===== config.mk =====
export PLATFORM = sky130hd
export DESIGN_NAME = instruction_fetch_register
export DESIGN_NICKNAME = d
export VERILOG_FILES = /design/src/rtl/instruction_fetch_register.sv
export SDC_FILE = /design/constraint.sdc
export NUM_CORES = 1
export LEC_CHECK = 0
export BUFFER_PORTS_ARGS = -buffer_cell sky130_fd_sc_hd__buf_2
export CORE_MARGIN = 3
export CORE_UTILIZATION = 49
export CTS_CLUSTER_SIZE = 12
export DETAILED_ROUTE_END_ITERATION = 12
export PLACE_DENSITY = 0.82
export SYNTH_ARGS = -nofsm -noshare
export SYNTH_HDL_FRONTEND = slang
export SYNTH_SLANG_ARGS = --single-unit

===== constraint.sdc =====
create_clock -name i_clock -period 3.8 [get_ports i_clock]
set_input_delay 0.95 -clock i_clock [delete_from_list [all_inputs] [get_ports i_clock]]
set_output_delay 0.95 -clock i_clock [all_outputs]
set_load 0.005 [all_outputs]

===== src/rtl/instruction_fetch_register.sv =====
// Multi-byte instruction register fed from a byte-wide memory path.
// Supports manual lane loading and an auto-fetch sequencer with a valid/ack handshake toward the decoder.
module instruction_fetch_register #(
  parameter int BYTE_W    = 8,
  parameter int BYTES     = 2,
  parameter int LSB_FIRST = 1,
  parameter int SEL_W     = $clog2(BYTES)
) (
  input  logic                    i_clock,
  input  logic                    i_reset,
  input  logic [BYTE_W-1:0]       i_i,
  input  logic                    i_mode,
  input  logic                    i_write,
  input  logic [SEL_W-1:0]        i_sel,
  input  logic                    i_start,
  input  logic                    i_mem_rdy,
  input  logic                    i_ack,
  input  logic                    i_flush,
  output logic                    o_mem_read,
  output logic                    o_ir_valid,
  output logic                    o_busy,
  output logic [SEL_W:0]          o_byte_cnt,
  output logic [BYTE_W*BYTES-1:0] o_ir_out
);

  localparam int CW = SEL_W + 1;
  localparam logic [SEL_W:0] LAST = CW'(BYTES - 1);

  typedef enum logic [1:0] {
    S_IDLE  = 2'd0,
    S_FETCH = 2'd1,
    S_FULL  = 2'd2
  } state_t;

  state_t            r_state;
  logic [SEL_W:0]    r_cnt;
  logic [BYTE_W-1:0] r_lane [BYTES];

  logic             w_man_wr;
  logic             w_cap;
  logic [BYTES-1:0] w_lane_we;

  always_ff @(posedge i_clock or posedge i_reset) begin
    if (i_reset) begin
      r_state <= S_IDLE;
      r_cnt   <= '0;
    end else begin
      case (r_state)
        S_IDLE: begin
          if (i_mode && i_start) begin
            r_state <= S_FETCH;
            r_cnt   <= '0;
          end
        end
        S_FETCH: begin
          if (i_flush) begin
            r_state <= S_IDLE;
            r_cnt   <= '0;
          end else if (i_mem_rdy) begin
            r_cnt <= r_cnt + CW'(1);
            if (r_cnt == LAST) begin
              r_state <= S_FULL;
            end
          end
        end
        S_FULL: begin
          if (i_flush) begin
            r_state <= S_IDLE;
            r_cnt   <= '0;
          end else if (i_ack) begin
            // Ack together with Start chains straight into the next fetch.
            r_cnt   <= '0;
            r_state <= (i_start && i_mode) ? S_FETCH : S_IDLE;
          end
        end
        default: begin
          r_state <= S_IDLE;
          r_cnt   <= '0;
        end
      endcase
    end
  end

  assign w_man_wr = (r_state == S_IDLE) && !i_mode && i_write;
  assign w_cap    = (r_state == S_FETCH) && !i_flush && i_mem_rdy;

  genvar gi;
  generate
    for (gi = 0; gi < BYTES; gi++) begin : g_lane
      // Lane that receives the byte while ByteCnt equals FIDX.
      localparam int FIDX = (LSB_FIRST != 0) ? gi : (BYTES - 1 - gi);

      assign w_lane_we[gi] = (w_man_wr && (int'(i_sel) == gi)) ||
                             (w_cap && (r_cnt == CW'(FIDX)));

      always_ff @(posedge i_clock or posedge i_reset) begin
        if (i_reset) begin
          r_lane[gi] <= '0;
        end else if (w_lane_we[gi]) begin
          r_lane[gi] <= i_i;
        end
      end

      assign o_ir_out[gi*BYTE_W +: BYTE_W] = r_lane[gi];
    end
  endgenerate

  assign o_mem_read = (r_state == S_FETCH);
  assign o_busy     = (r_state == S_FETCH);
  assign o_ir_valid = (r_state == S_FULL);
  assign o_byte_cnt = r_cnt;

endmodule


==> flow_summary.json, run 1 <==
{
  "wire_per_inst_microns": 13.98,
  "cts_root_buf": "clkbuf_4",
  "drtIter0Drc": 3,
  "yosysTopAreaCell": "dfrtp_1",
  "grt_usage_pct": 16.47,
  "totalWireLength_microns": 1761,
  "fin_crit_sh_pct": 54.76,
  "dp_hpwl_microns": 1447,
  "die_area_sq_um": 2398,
  "synth-xor-area-share_pct": 0,
  "met2_usage_pct": 30.54,
  "start_util_pct": 56.13,
  "arrival_ns": 1.13,
  "grt_max_degree": 21,
  "drv_slew": 0,
  "path_class": "reg2out",
  "grt_overflow": 0,
  "fin_worst_skew_ns": 0.005002,
  "ys_top_cells_by_area": "dfrtp_1, mux2_2, ha_1, nor4bb_4, inv_1",
  "layout-drive-gt1-share_pct": 61.76,
  "p_per_area_nw_per_um2": 523.8,
  "die_h_microns": 48.97,
  "syn_area_sq_um": 904.6,
  "antenna_found_initial": 0,
  "setup_viol": 0,
  "std_cell_rows": 14,
  "status": "finished, final reports clean",
  "ios": 38,
  "numCtsBuffers": 3,
  "leakage_nw": 0.5730,
  "synthCells": 63,
  "relSlewSlack_pct": 52.03,
  "setup_tns_ns": 0,
  "synthMuxAreaShare_pct": 21.16,
  "clkTransAtPathRegs_ns": 0.10,
  "num_vias": 638,
  "endpoint_kind": "primary output",
  "ys_seq_area_share_pct": 55.33,
  "cts.sinks": 20,
  "worstHoldStart": "o_ir_out[5]",
  "tightest_slew_ns": 0.7187,
  "drv_cap": 0,
  "ff2ff_setup_slack_ns": 2.01,
  "rr_endpoint": "o_ir_out[0]",
  "placed_cell_area_sq_um": 1101,
  "synth_top_family_by_area": "multiplexers",
  "layout_commonest_cell": "buf_2",
  "cts.hold.buffers_added": 0,
  "antenna_left": 0,
  "drt_first_pass_iters": 3,
  "min_path_type": "reg2reg",
  "die_w_microns": 48.97,
  "syn_nets": 82,
  "htreeDepth": 1,
  "syn_area_per_cell_sq_um": 14.36,
  "worstPathMaxFanout": 7,
  "final_core_util_pct": 70.57,
  "coreArea_sq_um": 1612,
  "post-synth-top-area-fraction_pct": 55.33,
  "finalNetCount": 122,
  "num_antenna_cells": 0,
  "cp_slowest_stage_delay_ns": 0.48,
  "cts_setup_buffers": 0,
  "clock_path_buffers": 2,
  "required_ns": 2.85,
  "n_fill_cell": 132,
  "detailedPlace.worstSlack_ns": 1.464,
  "rr_worst_depth": 3,
  "ctsResizeCount": 0,
  "grt_pass1_wl_microns": 2960,
  "yosys.area_share.simple_pct": 9.129,
  "clk_latency_ns": 0.29,
  "area_growth_pct": 25.73,
  "busiest_layer": "met2",
  "use_met3_pct": 5.810,
  "grt.met1_usage_pct": 16.14,
  "yosysUniqueCellTypes": 21,
  "clock.fmax_mhz": 480.6,
  "startpoint_type": "flip-flop",
  "ir_worst_vdd_mv": 0.3840,
  "mostFrequentLayoutCells": "buf_2, dfrtp_1, mux2_2",
  "finalPower_mw": 0.5958,
  "crit_chain": "inv_1 > nor2_1 > buf_2",
  "finalCriticalPeriod_ns": 2.081,
  "hold_violations": 0,
  "grt_pass1_vias": 676,
  "synth_adder_area_share_pct": 2.766,
  "fin_ws_ns": 1.719,
  "rsz0062_at_grt": "no",
  "gp_congestion": 0.7446,
  "cts_tree": "yes",
  "ys_ff_latch": 20,
  "route.detailed.drc": 0,
  "port-buffer-count": 37,
  "hold_end": "o_ir_out[5]",
  "ys_warn_count": 0,
  "avgViaCountPerCell": 5.063,
  "worstReg2RegStart": "r_state[1]",
  "whs_path_depth": 1,
  "synth_compound_area_share_pct": 7.054,
  "stdcell_area_sq_um": 1137,
  "holdWs_ns": 0.5114,
  "crit_slowest_cell": "dfrtp_1",
  "fin_cells": 126,
  "placedCellCount": 122
}
-- critical path: cells and delay by family, from the launching register on --
family,cells,cell delay (ns)
flops,1,0.48
simple gates,1,0.13
buf+inv,2,0.23
-- per-layer routing --
layer / up-vias / part of all wire (%)
met5: - / 0
met4: 0 / 0.28
met3: 2 / 6.2
met2: 21 / 57
met1: 306 / 37
li1: 309 / -
-- worst max-delay path by stage --
stage | startpoint | to | slack [ns] | depth (start not counted)
6_report | r_state[0] | o_mem_read | 1.72 | 3
5_1_grt | r_state[0] | o_mem_read | 1.61 | 3
4_1_cts | r_state[0] | o_busy | 1.70 | 3
3_5_place_dp | i_flush | o_ir_out[0] | 1.46 | 4
3_3_place_gp | i_flush | o_ir_out[0] | 1.52 | 4
2_1_floorplan | i_mem_rdy | o_ir_out[0] | 1.74 | 4
-- registers in the layout (all words and copies together), names as in the netlist --
register    count
o_ir_out       16
o_byte_cnt      2
r_state         2
-- area by class of cell --
type / count / area (sq um) / share of cell area (%)
multi-input cells: 35 / 362.8 / 31.90
flip-flops and latches: 20 / 500.5 / 44.00
well taps: 24 / 30.03 / 2.640
repair buffers: 37 / 185.2 / 16.28
clock buffers: 4 / 36.28 / 3.190
inverters: 6 / 22.52 / 1.980
-- power breakdown --
group	leakage (nW)	internal, mW	switching, mW	total [mW]
combinational	0.309	0.104	0.0683	0.173
clock	0.0210	0.0584	0.0590	0.117
sequential	0.243	0.273	0.0323	0.306
-- cells in the mapped netlist (all sizes together) --
cell     count
nor4b        1
nor2b        1
ha           2
nor4bb       1
nand2        2
or4b         2
o21ai        1
a22oi        1
mux2        17
inv          6
nand3        1
dfrtp       20
buf          2
a2111oi      1
a22o         2
nor2         1
a41o         1
a211o        1
-- cell families (layout without fill, tap and decap cells) --
kind of cell / Yosys count / in the layout
muxes: 17 / 17
adders and majority gates: 2 / 2
DFF: 20 / 20
and+or+nand+nor: 9 / 9
buffers and inverters: 8 / 47
AOI/OAI and AO/OA: 7 / 7
Power figures use the tool's default switching activity.
==> run 2, diff against run 1 <==
CORE_UTILIZATION = 46   (was 49)
PLACE_DENSITY = 0.77   (was 0.82)
clock period = 2.15 ns   (was 3.8 ns; I/O delays follow)
==> flow_summary.json, run 2 (synthesis results as in run 1) <==
{
  "relSlewSlack_pct": 52.17,
  "status": "finished, final reports clean",
  "hold_violations": 0,
  "ctsResizeCount": 0,
  "cp_slowest_stage_delay_ns": 0.50,
  "final_core_util_pct": 64.28,
  "holdWs_ns": 0.3423,
  "std_cell_rows": 15,
  "cts_root_buf": "clkbuf_4",
  "cts.sinks": 20,
  "clkTransAtPathRegs_ns": 0.11,
  "finalNetCount": 123,
  "dp_hpwl_microns": 1392,
  "cts_setup_buffers": 0,
  "area_growth_pct": 26.69,
  "clock_path_buffers": 2,
  "drt_first_pass_iters": 1,
  "grt_pass1_vias": 661,
  "layout_commonest_cell": "buf_2",
  "start_util_pct": 50.74,
  "drv_cap": 0,
  "num_vias": 634,
  "setup_tns_ns": 0,
  "route.detailed.drc": 0,
  "mostFrequentLayoutCells": "buf_2, dfrtp_1, mux2_2",
  "crit_chain": "nor4bb_4 > a22o_2 > mux2_2",
  "grt_usage_pct": 15.08,
  "startpoint_type": "flip-flop",
  "coreArea_sq_um": 1783,
  "die_area_sq_um": 2535,
  "fin_crit_sh_pct": 80.18,
  "tightest_slew_ns": 0.7167,
  "fin_cells": 128,
  "clk_latency_ns": 0.29,
  "min_path_type": "in2async",
  "gp_congestion": 0.7687,
  "avgViaCountPerCell": 4.953,
  "worstPathMaxFanout": 9,
  "wire_per_inst_microns": 13.27,
  "drtIter0Drc": 0,
  "layout-drive-gt1-share_pct": 62.14,
  "htreeDepth": 1,
  "clock.fmax_mhz": 580.1,
  "numCtsBuffers": 3,
  "num_antenna_cells": 0,
  "drv_slew": 0,
  "placedCellCount": 124,
  "die_w_microns": 50.35,
  "ir_worst_vdd_mv": 0.5423,
  "cts.hold.buffers_added": 0,
  "path_class": "reg2reg",
  "fin_worst_skew_ns": 0.008992,
  "port-buffer-count": 37,
  "die_h_microns": 50.35,
  "setup_viol": 0,
  "cts_tree": "yes",
  "crit_family": "flip-flops",
  "antenna_found_initial": 0,
  "rsz0062_at_grt": "no",
  "grt_max_degree": 21,
  "totalWireLength_microns": 1699,
  "finalCriticalPeriod_ns": 1.724,
  "p_per_area_nw_per_um2": 917.4,
  "worst-path-buf-inv": 0,
  "finalPower_mw": 1.051,
  "ios": 38,
  "grt_pass1_wl_microns": 2911,
  "crit_slowest_cell": "dfrtp_1",
  "required_ns": 2.33,
  "grt_overflow": 0,
  "leakage_nw": 0.5772,
  "antenna_left": 0,
  "endpoint_kind": "flip-flop",
  "arrival_ns": 1.90,
  "largest_register_ffs": 16
}
==> run 2: cell types whose count changed in the layout (fill, tap and decap cells not counted), sizes merged <==
cell	before	now
buf	37	38
==> run 2: final cells by class <==
cell class                 instances  area, sq um
multi-input combinational         35        362.8
fill                             140        636.9
sequential                        20        500.5
inverter                           6        22.52
clock buffer                       4        36.28
timing repair buffer              38        192.7
tap                               25        31.28
==> run 2: final timing paths <==
kind,start,end,slack (ns),cells after the start
setup / recovery,r_state[1],o_ir_out[4],0.43,3
hold / removal,i_reset,o_ir_out[8],0.34,2
setup reg to reg,r_state[1],o_ir_out[4],0.43,3
hold reg to reg,o_ir_out[1],o_ir_out[1],0.51,1
max in group asynchronous,i_reset,o_ir_out[9],1.35,2
min in group i_clock,i_i[2],o_ir_out[10],0.48,2
==> run 2: metrics by stage <==
stage,area [sq um],setup slack [ns]
floorplan,904.6,0.4980
global placement,1110,0.3141
detailed placement,1110,0.2734
CTS,1146,0.4125
global route,1146,0.3187
finish,1146,0.4261
==> run 2: metal layers <==
| metal | track usage (%) | part of all wire, % |
|---|---|---|
| met4 | 6.278 | 0.41 |
| met5 | 0 | 0 |
| met3 | 3.264 | 5.3 |
| met1 | 18.16 | 44 |
| met2 | 25.87 | 50 |
==> run 2: power by group <==
| group | switching [mW] | internal [mW] | total (mW) |
|---|---|---|---|
| Sequential | 0.0538 | 0.483 | 0.537 |
| Clock | 0.108 | 0.103 | 0.211 |
| Combinational | 0.118 | 0.186 | 0.304 |
| Total | 0.280 | 0.772 | 1.05 |
